## config.mk

```make
export PLATFORM = sky130hd
export DESIGN_NAME = acc_stream_driver
export DESIGN_NICKNAME = d
export VERILOG_FILES = /design/src/rtl/acc_stream_driver.sv
export SDC_FILE = /design/constraint.sdc
export NUM_CORES = 1
export LEC_CHECK = 0
export ABC_AREA = 1
export BUFFER_PORTS_ARGS = -buffer_cell sky130_fd_sc_hd__buf_2
export CAP_MARGIN = 5
export CORE_MARGIN = 2
export CORE_UTILIZATION = 38
export CTS_CLUSTER_DIAMETER = 200
export DETAILED_ROUTE_END_ITERATION = 12
export GPL_TIMING_DRIVEN = 0
export SLEW_MARGIN = 20
export SYNTH_ARGS = -nofsm -noshare
export SYNTH_HDL_FRONTEND = slang
export SYNTH_SLANG_ARGS = --single-unit
```

## constraint.sdc

```tcl
create_clock -name clk -period 1.85 [get_ports clk]
set_input_delay 0.185 -clock clk [delete_from_list [all_inputs] [get_ports clk]]
set_output_delay 0.185 -clock clk [all_outputs]
set_load 0.1 [all_outputs]
```

## src/rtl/acc_stream_driver.sv

```systemverilog
// rtl/acc_stream_driver.sv - frame sequencer driving the signed accumulator core and emitting frame sums
// Optional ACC_DRV_CLEAR_CHECK_EN: sticky err_o when the accumulator is nonzero right after a clear.
module acc_stream_driver #(
  parameter int DIN_WIDTH  = 32,
  parameter int DOUT_WIDTH = 32,
  parameter int COUNT_W    = 16,
  parameter int ACC_LAT    = 1
) (
  input  logic                         clk,
  input  logic                         rst_n,
  input  logic                         s_valid_i,
  output logic                         s_ready_o,
  input  logic signed [DIN_WIDTH-1:0]  s_data_i,
  input  logic                         s_last_i,
  output logic                         acc_en_o,
  output logic                         acc_clear_o,
  output logic signed [DIN_WIDTH-1:0]  acc_data_o,
  input  logic signed [DOUT_WIDTH-1:0] acc_result_i,
  output logic                         m_valid_o,
  input  logic                         m_ready_i,
  output logic signed [DOUT_WIDTH-1:0] m_sum_o,
  output logic [COUNT_W-1:0]           m_count_o,
  output logic                         err_o
);

  localparam int DRAIN_W = 3;

  typedef enum logic [1:0] {
    ST_CLR,
    ST_ACCUM,
    ST_DRAIN
  } state_t;

  state_t               state_q, state_d;
  logic [DRAIN_W-1:0]   drain_q, drain_d;
  logic [COUNT_W-1:0]   beat_q, beat_d;
  logic                 beat;
  logic                 capture;
  logic                 m_accept;

  assign s_ready_o = (state_q == ST_ACCUM);
  assign beat      = s_valid_i && s_ready_o;
  assign m_accept  = m_valid_o && m_ready_i;
  // Capture only once the result has settled and the single output slot is free or freeing.
  assign capture   = (state_q == ST_DRAIN) && (drain_q == '0) && (!m_valid_o || m_ready_i);

  always_ff @(posedge clk or negedge rst_n) begin
    if (!rst_n) begin
      state_q <= ST_CLR;
      drain_q <= '0;
      beat_q  <= '0;
    end else begin
      state_q <= state_d;
      drain_q <= drain_d;
      beat_q  <= beat_d;
    end
  end

  always_comb begin
    state_d = state_q;
    drain_d = drain_q;
    beat_d  = beat_q;
    case (state_q)
      ST_CLR: begin
        beat_d  = '0;
        state_d = ST_ACCUM;
      end
      ST_ACCUM: begin
        if (beat) begin
          beat_d = beat_q + COUNT_W'(1);
          if (s_last_i) begin
            drain_d = DRAIN_W'(ACC_LAT);
            state_d = ST_DRAIN;
          end
        end
      end
      ST_DRAIN: begin
        if (drain_q != '0) begin
          drain_d = drain_q - DRAIN_W'(1);
        end else if (capture) begin
          state_d = ST_CLR;
        end
      end
      default: state_d = ST_CLR;
    endcase
  end

  always_ff @(posedge clk or negedge rst_n) begin
    if (!rst_n) begin
      acc_en_o    <= 1'b0;
      acc_clear_o <= 1'b0;
      acc_data_o  <= '0;
    end else begin
      acc_en_o    <= beat;
      acc_clear_o <= (state_q == ST_CLR);
      if (beat) begin
        acc_data_o <= s_data_i;
      end
    end
  end

  // Capture wins over accept so a waiting frame is replaced without a bubble.
  always_ff @(posedge clk or negedge rst_n) begin
    if (!rst_n) begin
      m_valid_o <= 1'b0;
      m_sum_o   <= '0;
      m_count_o <= '0;
    end else if (capture) begin
      m_valid_o <= 1'b1;
      m_sum_o   <= acc_result_i;
      m_count_o <= beat_q;
    end else if (m_accept) begin
      m_valid_o <= 1'b0;
    end
  end

`ifdef ACC_DRV_CLEAR_CHECK_EN
  logic clear_seen_q;

  always_ff @(posedge clk or negedge rst_n) begin
    if (!rst_n) begin
      clear_seen_q <= 1'b0;
      err_o        <= 1'b0;
    end else begin
      clear_seen_q <= acc_clear_o;
      if (clear_seen_q && (acc_result_i != '0)) begin
        err_o <= 1'b1;
      end
    end
  end
`else
  assign err_o = 1'b0;
`endif

endmodule

```

Word level (Yosys, flattened, before mapping):

Cells that the tools add are included.

* $add $sub $neg: 2
* equality and inequality tests: 7
* multiplexer cells: 13
* reductions and logical operators: 15

Operators with widths (number)
* 16-bit one-hot mux with 2 select lines: 1
* 16-bit by 1-bit adder with 16-bit output, second input constant: 1
* 16-bit two-way mux: 1
* 3-bit two-way mux: 3
* 2-bit two-way mux: 4
* 4-bit AND reduction: 2
* 2-bit by 1-bit != test with 1-bit output, second input constant: 3
* 2-bit one-hot mux with 3 select lines: 1
* 3-bit one-hot mux with 2 select lines: 1
* 2-bit nonzero test: 3
* 1-bit logical AND: 4
* 2-bit != test, second input constant: 2
* 3-bit logical NOT: 1
* 3-bit nonzero test: 1
* 3-bit by 1-bit subtractor with 3-bit output, second input constant: 1
* 2-bit by 1-bit equality test with 1-bit output, second input constant: 1
* 2-bit equality test, second input constant: 1
* 2-bit logical NOT: 1
* 1-bit two-way mux: 2
* 2-bit AND reduction: 1
* 1-bit logical NOT: 1
* 1-bit logical OR: 1

* register bits after elaboration: 104
* input port bits: 69
* output and inout bits: 85
* logic and storage cells: 46

Logic depth before layout (Yosys ltp):

* depth in word-level cells: 6
* depth in mapped cells: 8
* mapped depth without buffers: 8

Worst setup path after synthesis:

Ideal clock, no wire load.

* path kind: reg2reg
* from: reg m_valid_o
* to: reg m_sum_o[13]
* setup time: 77 ps
* arrival: 1721 ps
* required time: 1773 ps
* setup slack: 52 ps
* cell stages (with the launch flop): 7
* buffers on the path: 2
* clock period less this slack: 1798 ps
* cell sequence: dfrtp_1 nand2_1 nand4_4 buf_4 buf_6 nand2_1 o21ai_1

* word-level cells in the longest chain between the ends: 3

RTL lines
* start: declaration: RTL line 19 `output logic m_valid_o,`
* start signal: assignment: RTL line 105 `m_valid_o <= 1'b0;`
* start signal: assignment: RTL line 109 `m_valid_o <= 1'b1;`
* start signal: assignment: RTL line 113 `m_valid_o <= 1'b0;`
* 1-bit logical NOT: RTL line 45 `assign capture = (state_q == ST_DRAIN) && (drain_q == '0) && (!m_valid_o || m_ready_i);`
* 1-bit logical OR: RTL line 45
* 1-bit logical AND: RTL line 45
* end signal: assignment: RTL line 110 `m_sum_o <= acc_result_i;`
* end: declaration: RTL line 21 `output logic signed [DOUT_WIDTH-1:0] m_sum_o,`

No other way between the ends.
A chain may end at the register's enable or synchronous reset.

Final worst setup path:

* from: reg state_q[0]
* to: out s_ready_o

* word-level cells in the longest chain between the ends: 1

RTL lines
* start: declaration: RTL line 34 `state_t state_q, state_d;`
* start signal: assignment: RTL line 53 `state_q <= state_d;`
* 2-bit by 1-bit equality test with 1-bit output: RTL line 41 `assign s_ready_o = (state_q == ST_ACCUM);`
* end: declaration: RTL line 12 `output logic s_ready_o,`

No other way between the ends.

==> flow_metrics.env <==
export IMPL_io_pins=154
export IMPL_synth_seq_cells=104
export IMPL_crit_path_top_delay_cell="dfrtp_1"
export IMPL_drc=0
export IMPL_finalClockSkew_ns=0.00753
export IMPL_wl_per_cell_um=12.2
export IMPL_yosysMostFrequentCell="nand2_1"
export IMPL_synth_ff_type="dfrtp_1"
export IMPL_via_per_inst=4.52
export IMPL_crit_type="reg2out"
export IMPL_critPathMaxFanout=5
export IMPL_rsz0062_at_grt="false"
export IMPL_cts_buffers=9
export IMPL_outcome="complete, no violations"
export IMPL_fin_util_pct=50.1
export IMPL_timing_final_crit_share_pct=88.3
export IMPL_grt_pass1_wl_um=17300
export IMPL_core_rowCount=39
export IMPL_synth_cell_types=26
export IMPL_crit_chain="nand2_1 -> inv_1 -> buf_2"
export IMPL_fin_nets=745
export IMPL_drt_total_wl_um=9980
export IMPL_yosysWarnings=0
export IMPL_initial_utilization_pct=38.5
export IMPL_avgSynthCellArea_um2=8.58
export IMPL_coreArea_um2=11300
export IMPL_dr_pass1_iters=6
export IMPL_antenna_cells=0
export IMPL_multi_input_comb_area_um2=1380
export IMPL_cp_required_ns=1.66
export IMPL_antenna_found_initial=0
export IMPL_grt_max_degree=76
export IMPL_syn_area_um2=4360
export IMPL_synth_edf_count=0
export IMPL_async_reset_ff_share_pct=100
export IMPL_syn_inst=508
export IMPL_cts_setup_buffers=0
export IMPL_die_w_um=111
export IMPL_drv_cap=0
export IMPL_drt_iter0_drc=245
export IMPL_dp_hpwl_um=7250
export IMPL_max_freq_mhz=612
export IMPL_crit_arrival_ns=1.45
export IMPL_port_buffers=152
export IMPL_cts_max_level=3
export IMPL_hold_class="in2reg"
export IMPL_synth_seq_area_share_pct=59.7
export IMPL_fill_cells=1103
export IMPL_synth_top_area_share_pct=59.7
export IMPL_grt_overflow=0
export IMPL_cp_start_kind="register"
export IMPL_cp_end_kind="output port"
export IMPL_syn_nets=580
export IMPL_drive_gt1_share_pct=27.6
export IMPL_cts_resized_gates=0
export IMPL_setup_viol=0
export IMPL_clkTransAtPathRegs_ns=0.08
export IMPL_clockBufferDepth=2
export IMPL_slew_violations=0
export IMPL_gp_congestion=0.840
export IMPL_dieArea_um2=12300
export IMPL_holdBufCountCts=1
export IMPL_area_growth_pct=30.3
export IMPL_grt_pass1_vias=3738
export IMPL_critPathMaxStageDelay_ns=0.49
export IMPL_hold_viol_final=0
export IMPL_worstSkewPairLatency_ns=0.35
export IMPL_seq_area_um2=2600
export IMPL_yosys_top_cells_count="194 x nand2_1, 104 x dfrtp_1, 68 x inv_1, 35 x o21ai_0, 24 x nor2_1"
export IMPL_detailroute_via_count=3709
export IMPL_finalCriticalPeriod_ns=1.63
export IMPL_cts_root_buf="clkbuf_16"
export IMPL_cts_tree="yes"
export IMPL_grt_use_total_pct=17.0
export IMPL_yosysTopAreaCell="dfrtp_1"
export IMPL_design_area_um2=5680
export IMPL_ant_nets=0
export IMPL_synth_area_leaders="dfrtp_1 60%, nand2_1 17%, inv_1 5.9%"
export IMPL_place_area_um2=5330
export IMPL_numClockSinks=104
export IMPL_die_h_um=111
[worst max-delay path: cells and delay by family, from the launching register on]
family | cells | cell delay [ns]
buf+inv | 2 | 0.47
simple gates | 1 | 0.14
flops | 1 | 0.49
[registers in the layout, summed over array words and instances, names as in the netlist]
| signal | cells |
|---|---|
| beat_q | 16 |
| acc_data_o | 32 |
| acc_en_o | 1 |
| m_valid_o | 1 |
| m_count_o | 16 |
| drain_q | 3 |
| state_q | 2 |
| acc_clear_o | 1 |
| m_sum_o | 32 |
[path summary, 6_finish.rpt]
kind,cells after the start,slack [ns],startpoint,to
min in group asynchronous,2,0.28,rst_n,m_sum_o[30]
max,3,0.22,state_q[0],s_ready_o
max in group asynchronous,3,0.92,rst_n,beat_q[12]
min reg2reg,1,0.45,state_q[1],state_q[0]
max reg2reg,8,0.27,beat_q[0],beat_q[12]
min,3,0.02,s_data_i[7],acc_data_o[7]
[cell families after synthesis]
logic type | Yosys count | synth area share (%)
compound gates | 69 | 8.13
fa+ha+maj | 3 | 0.862
buf+inv | 89 | 8.50
flops | 104 | 59.7
other cells | 1 | 0.0861
simple gates | 242 | 22.7
[cell usage in the layout (no fill, tap or decap), types with 2 or more instances in the layout]
| master | n |
|---|---|
| buf_2 | 156 |
| inv_1 | 68 |
| inv_8 | 3 |
| nand3_1 | 13 |
| buf_6 | 4 |
| o21ai_0 | 35 |
| ha_1 | 3 |
| o21ai_1 | 23 |
| buf_4 | 2 |
| nand2_1 | 194 |
| clkbuf_16 | 9 |
| a21oi_1 | 7 |
| nand4_1 | 4 |
| nor2_1 | 24 |
| nor2_4 | 2 |
| inv_2 | 2 |
| dfrtp_1 | 104 |
| clkbuf_1 | 9 |
| bufinv_16 | 2 |
[cell type report]
class,instances,area share (%)
inverter,70,4.63
clock inverter,7,1.94
sequential,104,45.9
timing repair buffer,154,14.2
clock buffer,9,3.97
buffer,19,1.90
tap,143,3.15
multi-input combinational,315,24.4
[stage by stage]
step,hold WS (ns),worst slack (ns),setup TNS [ns],cells
2_1_floorplan,-0.111,0.0522,0,508
5_1_grt,0.0171,0.0888,0,821
6_report,0.0239,0.216,0,821
3_5_place_dp,0.0849,0.332,0,804
3_3_place_gp,0.379,-0.562,-58.01,803
4_1_cts,0.0133,0.195,0,821
[layer usage]
metal	GRT usage (%)	vias up	wire length, um
li1	-	1890	-
met3	5.36	9	867
met1	23.4	1666	4730
met5	0	-	0
met4	4.61	0	108
met2	26.3	144	4270
Power is left out: the tool's default activity adds up to more than one toggle a clock period on the data nets, which glitch-free logic cannot reach.
